[src/rtl/keypad_scan_display.sv]
// 3x3 keypad matrix scanner with new-press detection
// and a seven-segment readout of the last key.
module keypad_scan_display #(
  parameter logic [27:0] SCAN_MAX = 28'd49_999
) (
  input  logic       clk,
  input  logic       reset,
  input  logic       clear,
  input  logic       display_en,
  input  logic [2:0] row,
  output logic [2:0] column,
  output logic       valid_key,
  output logic [3:0] key,
  output logic       key_down,
  output logic [6:0] hex
);

  logic [27:0] div_cnt;
  logic        scan_tick;
  logic [1:0]  col_idx;
  logic [1:0]  col_next;
  logic        frame_end;
  logic        frame_seen;
  logic [3:0]  frame_key;
  logic        last_seen;
  logic        hit;
  logic [3:0]  hit_idx;
  logic [3:0]  base;
  logic        seen_now;
  logic [3:0]  key_now;

  assign scan_tick = (div_cnt == 28'd0);
  assign frame_end = scan_tick && (col_idx == 2'd2);
  assign col_next  = (col_idx == 2'd2) ? 2'd0 : col_idx + 2'd1;

  function automatic logic [6:0] seg7(input logic [3:0] v);
    logic [6:0] s;
    case (v)
      4'h0: s = 7'b1000000;
      4'h1: s = 7'b1111001;
      4'h2: s = 7'b0100100;
      4'h3: s = 7'b0110000;
      4'h4: s = 7'b0011001;
      4'h5: s = 7'b0010010;
      4'h6: s = 7'b0000010;
      4'h7: s = 7'b1111000;
      4'h8: s = 7'b0000000;
      4'h9: s = 7'b0010000;
      4'hA: s = 7'b0001000;
      4'hB: s = 7'b0000011;
      4'hC: s = 7'b1000110;
      4'hD: s = 7'b0100001;
      4'hE: s = 7'b0000110;
      default: s = 7'b0001110;
    endcase
    return s;
  endfunction

  // Row sample for the active column; lowest row wins, then merge with frame.
  always_comb begin
    hit     = 1'b0;
    hit_idx = 4'd0;
    base    = {2'b00, col_idx};
    if (!row[0]) begin
      hit     = 1'b1;
      hit_idx = base;
    end else if (!row[1]) begin
      hit     = 1'b1;
      hit_idx = base + 4'd3;
    end else if (!row[2]) begin
      hit     = 1'b1;
      hit_idx = base + 4'd6;
    end
    seen_now = frame_seen | hit;
    key_now  = frame_key;
    if (hit && (!frame_seen || hit_idx < frame_key))
      key_now = hit_idx;
  end

  // Down-counting scan divider.
  always_ff @(posedge clk or posedge reset) begin
    if (reset)
      div_cnt <= SCAN_MAX;
    else if (clear || scan_tick)
      div_cnt <= SCAN_MAX;
    else
      div_cnt <= div_cnt - 28'd1;
  end

  // Column rotation, one step per scan tick.
  always_ff @(posedge clk or posedge reset) begin
    if (reset) begin
      col_idx <= 2'd0;
      column  <= 3'b110;
    end else if (clear) begin
      col_idx <= 2'd0;
      column  <= 3'b110;
    end else if (scan_tick) begin
      col_idx <= col_next;
      column  <= ~(3'b001 << col_next);
    end
  end

  // Frame accumulation and new-press edge detection.
  always_ff @(posedge clk or posedge reset) begin
    if (reset) begin
      frame_seen <= 1'b0;
      frame_key  <= 4'd0;
      last_seen  <= 1'b0;
      key        <= 4'd0;
      valid_key  <= 1'b0;
      key_down   <= 1'b0;
    end else if (clear) begin
      frame_seen <= 1'b0;
      frame_key  <= 4'd0;
      last_seen  <= 1'b0;
      key        <= 4'd0;
      valid_key  <= 1'b0;
      key_down   <= 1'b0;
    end else begin
      key_down <= 1'b0;
      if (frame_end) begin
        if (seen_now && !last_seen) begin
          key       <= key_now;
          valid_key <= 1'b1;
          key_down  <= 1'b1;
        end
        last_seen  <= seen_now;
        frame_seen <= 1'b0;
        frame_key  <= 4'd0;
      end else if (scan_tick) begin
        frame_seen <= seen_now;
        frame_key  <= key_now;
      end
    end
  end

  // Display register, refreshed only while enabled.
  always_ff @(posedge clk or posedge reset) begin
    if (reset)
      hex <= 7'b1111111;
    else if (display_en)
      hex <= valid_key ? seg7(key) : 7'b1111111;
  end

endmodule

[config.mk]
export PLATFORM = sky130hd
export DESIGN_NAME = keypad_scan_display
export DESIGN_NICKNAME = d
export VERILOG_FILES = /design/src/rtl/keypad_scan_display.sv
export SDC_FILE = /design/constraint.sdc
export NUM_CORES = 1
export LEC_CHECK = 0
export ABC_AREA = 0
export CELL_PAD_IN_SITES_DETAIL_PLACEMENT = 2
export CELL_PAD_IN_SITES_GLOBAL_PLACEMENT = 2
export CORE_ASPECT_RATIO = 0.8
export CORE_MARGIN = 2
export CORE_UTILIZATION = 37
export DETAILED_ROUTE_END_ITERATION = 16
export PLACE_DENSITY = 0.84
export SLEW_MARGIN = 20
export SYNTH_ARGS = -nofsm -noshare
export SYNTH_HDL_FRONTEND = slang
export SYNTH_SLANG_ARGS = --single-unit
[constraint.sdc]
create_clock -name clk -period 2.67 [get_ports clk]
set_clock_uncertainty 0.05 [all_clocks]
set_input_delay 0.4005 -clock clk [delete_from_list [all_inputs] [get_ports clk]]
set_output_delay 0.4005 -clock clk [all_outputs]
set_load 0.1 [all_outputs]
==> Word-level counts from Yosys, hierarchy flattened <==
Memory sizes are Yosys's and may differ from the RTL's.
Cells that the tools add are included.
{ "totals": {"in_bits": 7, "rom_bits": 112, "register_bits": 52, "mem_count": 1, "out_inout_bits": 16, "elab_cells": 64} }
{ "op_classes": {"shift": 1, "reduce_logical": 13, "eq_ne": 1, "order_cmp": 1, "muxes": 31, "n_addsub": 4, "bitwise_logic": 2} }
{ "memory_table": {"columns": ["memory", "words", "word_bits", "rd", "rd_ports_with_merged_regs", "write_ports", "line_no", "source"], "rows": [
  ["(name not given)", 16, 7, 1, 0, 0, "38", "case (v)"]
]} }
{ "ops": {"columns": ["operator", "n"], "rows": [
  ["2-to-1 mux 4 bit", 10],
  ["logical NOT 28 bit", 1],
  ["2-to-1 mux 28 bit", 1],
  ["subtractor 28 x 1 -> 28 bit, second input constant", 1],
  ["2-to-1 mux 1 bit", 14],
  ["2-to-1 mux 7 bit", 1],
  ["2-to-1 mux 2 bit", 3],
  ["2-to-1 mux 3 bit", 2],
  ["nonzero test 2 bit", 3],
  ["adder 2 x 3 -> 4 bit, second input constant", 1],
  ["less-than comparator 4 bit", 1],
  ["adder 2 x 2 -> 3 bit, second input constant", 1],
  ["logical AND 1 bit", 3],
  ["NOT 3 bit", 1],
  ["nonzero test 3 bit", 1],
  ["left shift 1 x 2 -> 3 bit, first input constant", 1],
  ["adder 2 x 1 -> 2 bit, second input constant", 1],
  ["equality test 2 bit, second input constant", 1],
  ["logical NOT 1 bit", 2],
  ["logical OR 1 bit", 2],
  ["AND reduction 2 bit", 1],
  ["OR 1 bit", 1]
]} }

==> Depth between registers and ports, before layout <==
{ "depth": {"ltp_word": 11, "ltp_mapped": 11, "mapped_depth_nobuf": 10} }

==> Least setup slack after synthesis <==
Ideal clock, no wire load.
{ "synth_timing": {"kind": "register to register", "startpoint": "register col_idx[0]", "endpoint": "register frame_key[0]", "setup_time_ns": 0.090, "path_buffers": 1, "path_stages_with_launch": 12, "slack_ns": 0.226, "arrival_ns": 2.304, "path_cell_list": "dfrtp_1 -> inv_1 -> ha_1 -> o21ai_0 -> a2bb2oi_1 -> ha_1 -> nand2_1 -> a21oi_1 -> o31a_1 -> buf_2 -> nand2b_1 -> o221ai_1"} }
{ "synth_via": {"elab_chain_len": 11, "elab_cells_between_ends": 15} }
{ "synth_lines": {"columns": ["item", "line_no", "source"], "rows": [
  ["start: declaration", "20", "logic [1:0] col_idx;"],
  ["start signal: assignment", "99", "col_idx <= col_next;"],
  ["adder 2 x 3 -> 4 bit", "72", "hit_idx = base + 4'd6;"],
  ["2-to-1 mux 4 bit", "70", "end else if (!row[2]) begin"],
  ["2-to-1 mux 4 bit", "67", "end else if (!row[1]) begin"],
  ["2-to-1 mux 4 bit", "64", "if (!row[0]) begin"],
  ["less-than comparator 4 bit", "76", "if (hit && (!frame_seen || hit_idx < frame_key))"],
  ["logical OR 1 bit", "76", null],
  ["logical AND 1 bit", "76", null],
  ["2-to-1 mux 4 bit", "76", null],
  ["2-to-1 mux 4 bit", "131", "end else if (scan_tick) begin"],
  ["2-to-1 mux 4 bit", "122", "if (frame_end) begin"],
  ["2-to-1 mux 4 bit", "113", "end else if (clear) begin"],
  ["end signal: assignment", "133", "frame_key <= key_now;"],
  ["end: declaration", "24", "logic [3:0] frame_key;"]
]} }
Several ways; a longest one is shown, not always the timed one. The select of a mux whose other input is x is not followed.
A chain may end at the register's enable or synchronous reset.

==> Worst setup path after layout <==
{ "layout_timing": {"startpoint": "register col_idx[1]", "endpoint": "register key[3]"} }
{ "layout_via": {"elab_chain_len": 11, "elab_cells_between_ends": 16} }
{ "layout_lines": {"columns": ["item", "line_no", "source"], "rows": [
  ["adder 2 x 3 -> 4 bit", "72", null],
  ["2-to-1 mux 4 bit", "70", null],
  ["2-to-1 mux 4 bit", "67", null],
  ["2-to-1 mux 4 bit", "64", null],
  ["less-than comparator 4 bit", "76", null],
  ["logical OR 1 bit", "76", null],
  ["logical AND 1 bit", "76", null],
  ["2-to-1 mux 4 bit", "76", null],
  ["2-to-1 mux 4 bit", "123", "if (seen_now && !last_seen) begin"],
  ["2-to-1 mux 4 bit", "122", null],
  ["2-to-1 mux 4 bit", "113", null],
  ["end signal: assignment", "124", "key <= key_now;"],
  ["end: declaration", "13", "output logic [3:0] key,"]
]} }
Several ways; a longest one is shown, not always the timed one. The select of a mux whose other input is x is not followed.

==> results.json <==
{
  "vdd_drop_max_mv": 0.207,
  "place.port_buffers": 22,
  "die_x_um": 106,
  "fin_area_um2": 3660,
  "dp_slack_ns": -0.332,
  "cts_made_buffers": 5,
  "cts_max_path_buffers": 2,
  "io_pins": 23,
  "grt_pass1_wl_mm": 15.0,
  "synth_edf_count": 0,
  "clkLatencyLatePin_ns": 0.31,
  "coreArea_um2": 7980,
  "totalWireLength_mm": 8.77,
  "fp.dieH_um": 85.3,
  "p_leak_nw": 1.49,
  "powerDensity_nw_per_um2": 423,
  "relSlewSlack_pct": 62.0,
  "fin_nets": 388,
  "antenna_found_initial": 0,
  "maxCapViolCount": 0,
  "p_sw_share_pct": 21.9,
  "nFillCells": 917,
  "synthFlopType": "dfrtp_1",
  "h-tree-depth": 2,
  "setup-violations-final": 0,
  "cp.required_ns": 2.85,
  "seqPwrFrac_pct": 51.6,
  "seq_area_frac_synth_pct": 43.3,
  "vias": 2572,
  "max_freq_mhz": 395,
  "placedCellCount": 463,
  "grt_pass1_vias": 2867,
  "min_period_ns": 2.53,
  "viasPerCell": 5.41,
  "tritoncts": "built",
  "holdBufCountCts": 0,
  "drc": 0,
  "power_mw": 1.55,
  "period_share_pct": 94.8,
  "cp_max_fo": 7,
  "synth_seq_cells": 52,
  "multi_input_area_um2": 1650,
  "finalHoldViolations": 0,
  "power.switching_mw": 0.340,
  "cts.sinks": 52,
  "p_int_mw": 1.21,
  "startpoint": "col_idx[1]$_DFFE_PP0N_",
  "fin_hold_ws_ns": 0.412,
  "tns_ns": 0,
  "tightest_slew_ns": 0.566,
  "netlist_instances": 325,
  "die_area_um2": 9010,
  "final_cells": 475,
  "drt_pass1_iterations": 4,
  "fin_ws_ns": 0.138,
  "startpoint_type": "flip-flop",
  "yosysTopAreaCellShare_pct": 27.8,
  "endpoint_kind": "flip-flop",
  "gr-usage-all-layers_pct": 21.0,
  "post_drt_wl_per_cell_um": 18.5,
  "comb_power_share_pct": 6.4,
  "register_area_um2": 1320,
  "reg2reg_depth": 10,
  "syn_area_um2": 3060,
  "syn-mean-instance-area_um2": 9.41,
  "ys_warn_count": 0,
  "yosysTopAreaCell": "dfrtp_1",
  "cp.arrival_ns": 2.72,
  "cts-root-buf": "clkbuf_8",
  "ant_nets": 0,
  "antennaDiodeCount": 0,
  "drtIter0Drc": 44,
  "power.share.clock_pct": 42.0,
  "num_rows": 29,
  "path_class": "reg2reg",
  "post-route-util_pct": 45.9,
  "status": "finished, final reports clean",
  "r2r_start": "col_idx[1]$_DFFE_PP0N_",
  "clk_pin_slew_worst_paths_ns": 0.10,
  "place_hpwl_mm": 6.44,
  "grt-ovfl-total": 0,
  "min-delay-path-class": "in2async",
  "grt_max_degree": 27,
  "drv_slew": 0,
  "dpl_cell_area_um2": 3470,
  "syn-num-nets": 347,
  "drive_gt1_share_pct": 23.7,
  "areaGrowthSynthToFinish_pct": 19.9,
  "synthArstFlopShare_pct": 100,
  "ys_types": 52,
  "gp_congestion": 0.832,
  "synth_area_leaders": "dfrtp_1 (28%), dfstp_2 (15%), ha_1 (6.1%), nor2_1 (5.2%), nand2_1 (3.8%)",
  "start_util_pct": 38.3
}
## registers in the layout (all words and copies together), names as in the netlist
| register | count |
|---|---|
| frame_key | 4 |
| column | 3 |
| valid_key | 1 |
| last_seen | 1 |
| key | 4 |
| key_down | 1 |
| col_idx | 2 |
| hex | 7 |
| frame_seen | 1 |
| div_cnt | 28 |
## metal layers
layer | up-vias | share of wire (%) | global-route usage (%)
met5 | - | 0 | 0
met4 | 0 | 1.9 | 5.50
met3 | 15 | 2.5 | 4.15
met2 | 35 | 49 | 35.5
met1 | 1305 | 46 | 27.8
li1 | 1217 | - | -
## synth_stat cells, drive strengths merged (2+ instances only)
master / instances
nand2b: 8
dfrtp: 34
and3: 2
o21ai: 14
nand4: 4
o211ai: 3
or3: 3
nor2: 42
o21a: 5
nor3: 15
xnor2: 12
or2: 2
nand3: 11
a211o: 4
mux2i: 4
nor3b: 3
nand4b: 2
o21bai: 3
a21oi: 12
inv: 13
nand2: 31
a31oi: 6
nor4: 8
a21o: 5
clkbuf: 8
or4: 5
dfstp: 18
ha: 15
o221ai: 4
buf: 6
xor2: 11
## critical path, cell delays in order, from the launching register on
cell and delay [ns]:
dfrtp_1 0.41, inv_1 0.08, ha_1 0.31, o21ai_2 0.14, a2bb2oi_2 0.23, ha_4 0.24
a21boi_0 0.14, o31a_1 0.34, buf_4 0.18, o21a_1 0.19, a21oi_1 0.15
## cell usage in the layout (no fill, tap or decap), types with 5 or more instances in the layout
cell / netlist / final
xor2_1: 11 / 11
clkdlybuf4s50_1: 0 / 6
nor2_1: 42 / 42
o21a_1: 5 / 5
xnor2_1: 12 / 12
inv_1: 13 / 12
nand3_1: 11 / 11
buf_4: 1 / 42
o21ai_0: 14 / 13
a31oi_1: 6 / 6
nand2_1: 31 / 31
ha_1: 15 / 14
a21o_1: 5 / 5
nor3_1: 14 / 13
clkbuf_8: 0 / 5
dfstp_2: 18 / 18
dfrtp_1: 34 / 34
a21oi_1: 12 / 12
nand2b_1: 8 / 8
## path summary, 6_finish.rpt
check	to	slack, ns
min in group clk	div_cnt[0]$_DFF_PP1_	0.44
setup / recovery	key[3]$_DFFE_PP0P_	0.14
hold reg to reg	div_cnt[0]$_DFF_PP1_	0.44
setup reg to reg	key[3]$_DFFE_PP0P_	0.14
hold / removal	div_cnt[18]$_DFF_PP0_	0.41
max in group asynchronous	hex[1]$_DFFE_PP1P_	1.45
## power by group through the flow
stage          Clock [mW]  Sequential, mW  Combinational, mW
2_1_floorplan           0           0.813             0.0502
3_3_place_gp            0           0.814             0.0907
3_5_place_dp            0           0.814             0.0949
4_1_cts             0.668           0.800             0.0975
5_1_grt             0.701           0.801              0.111
6_report            0.651           0.800             0.0986
## kinds of logic after synthesis
kind of cell | count (synthesis) | synth area share (%)
muxes | 5 | 1.68
buffers and inverters | 27 | 3.85
adders and majority gates | 15 | 6.14
and+or+nand+nor | 139 | 24.5
AOI/OAI and AO/OA | 64 | 14.0
DFF | 52 | 43.3
xor gates and xnor gates | 23 | 6.59
## final cells by class
class / instances / share of cell area [%]
inverters: 13 / 1.33
multi-input cells: 246 / 45.0
flip-flops and latches: 52 / 36.1
repair buffers: 48 / 10.2
clock buffers: 6 / 1.98
well taps: 108 / 3.69
clock inverters: 2 / 1.64
## timing repair
action,in CTS,in global routing
pin swaps,1,0
resized for setup,1,6
endpoints found under the setup margin,4,7
buffers inserted,2,2
No activity file was read; power rests on OpenSTA's default activity.
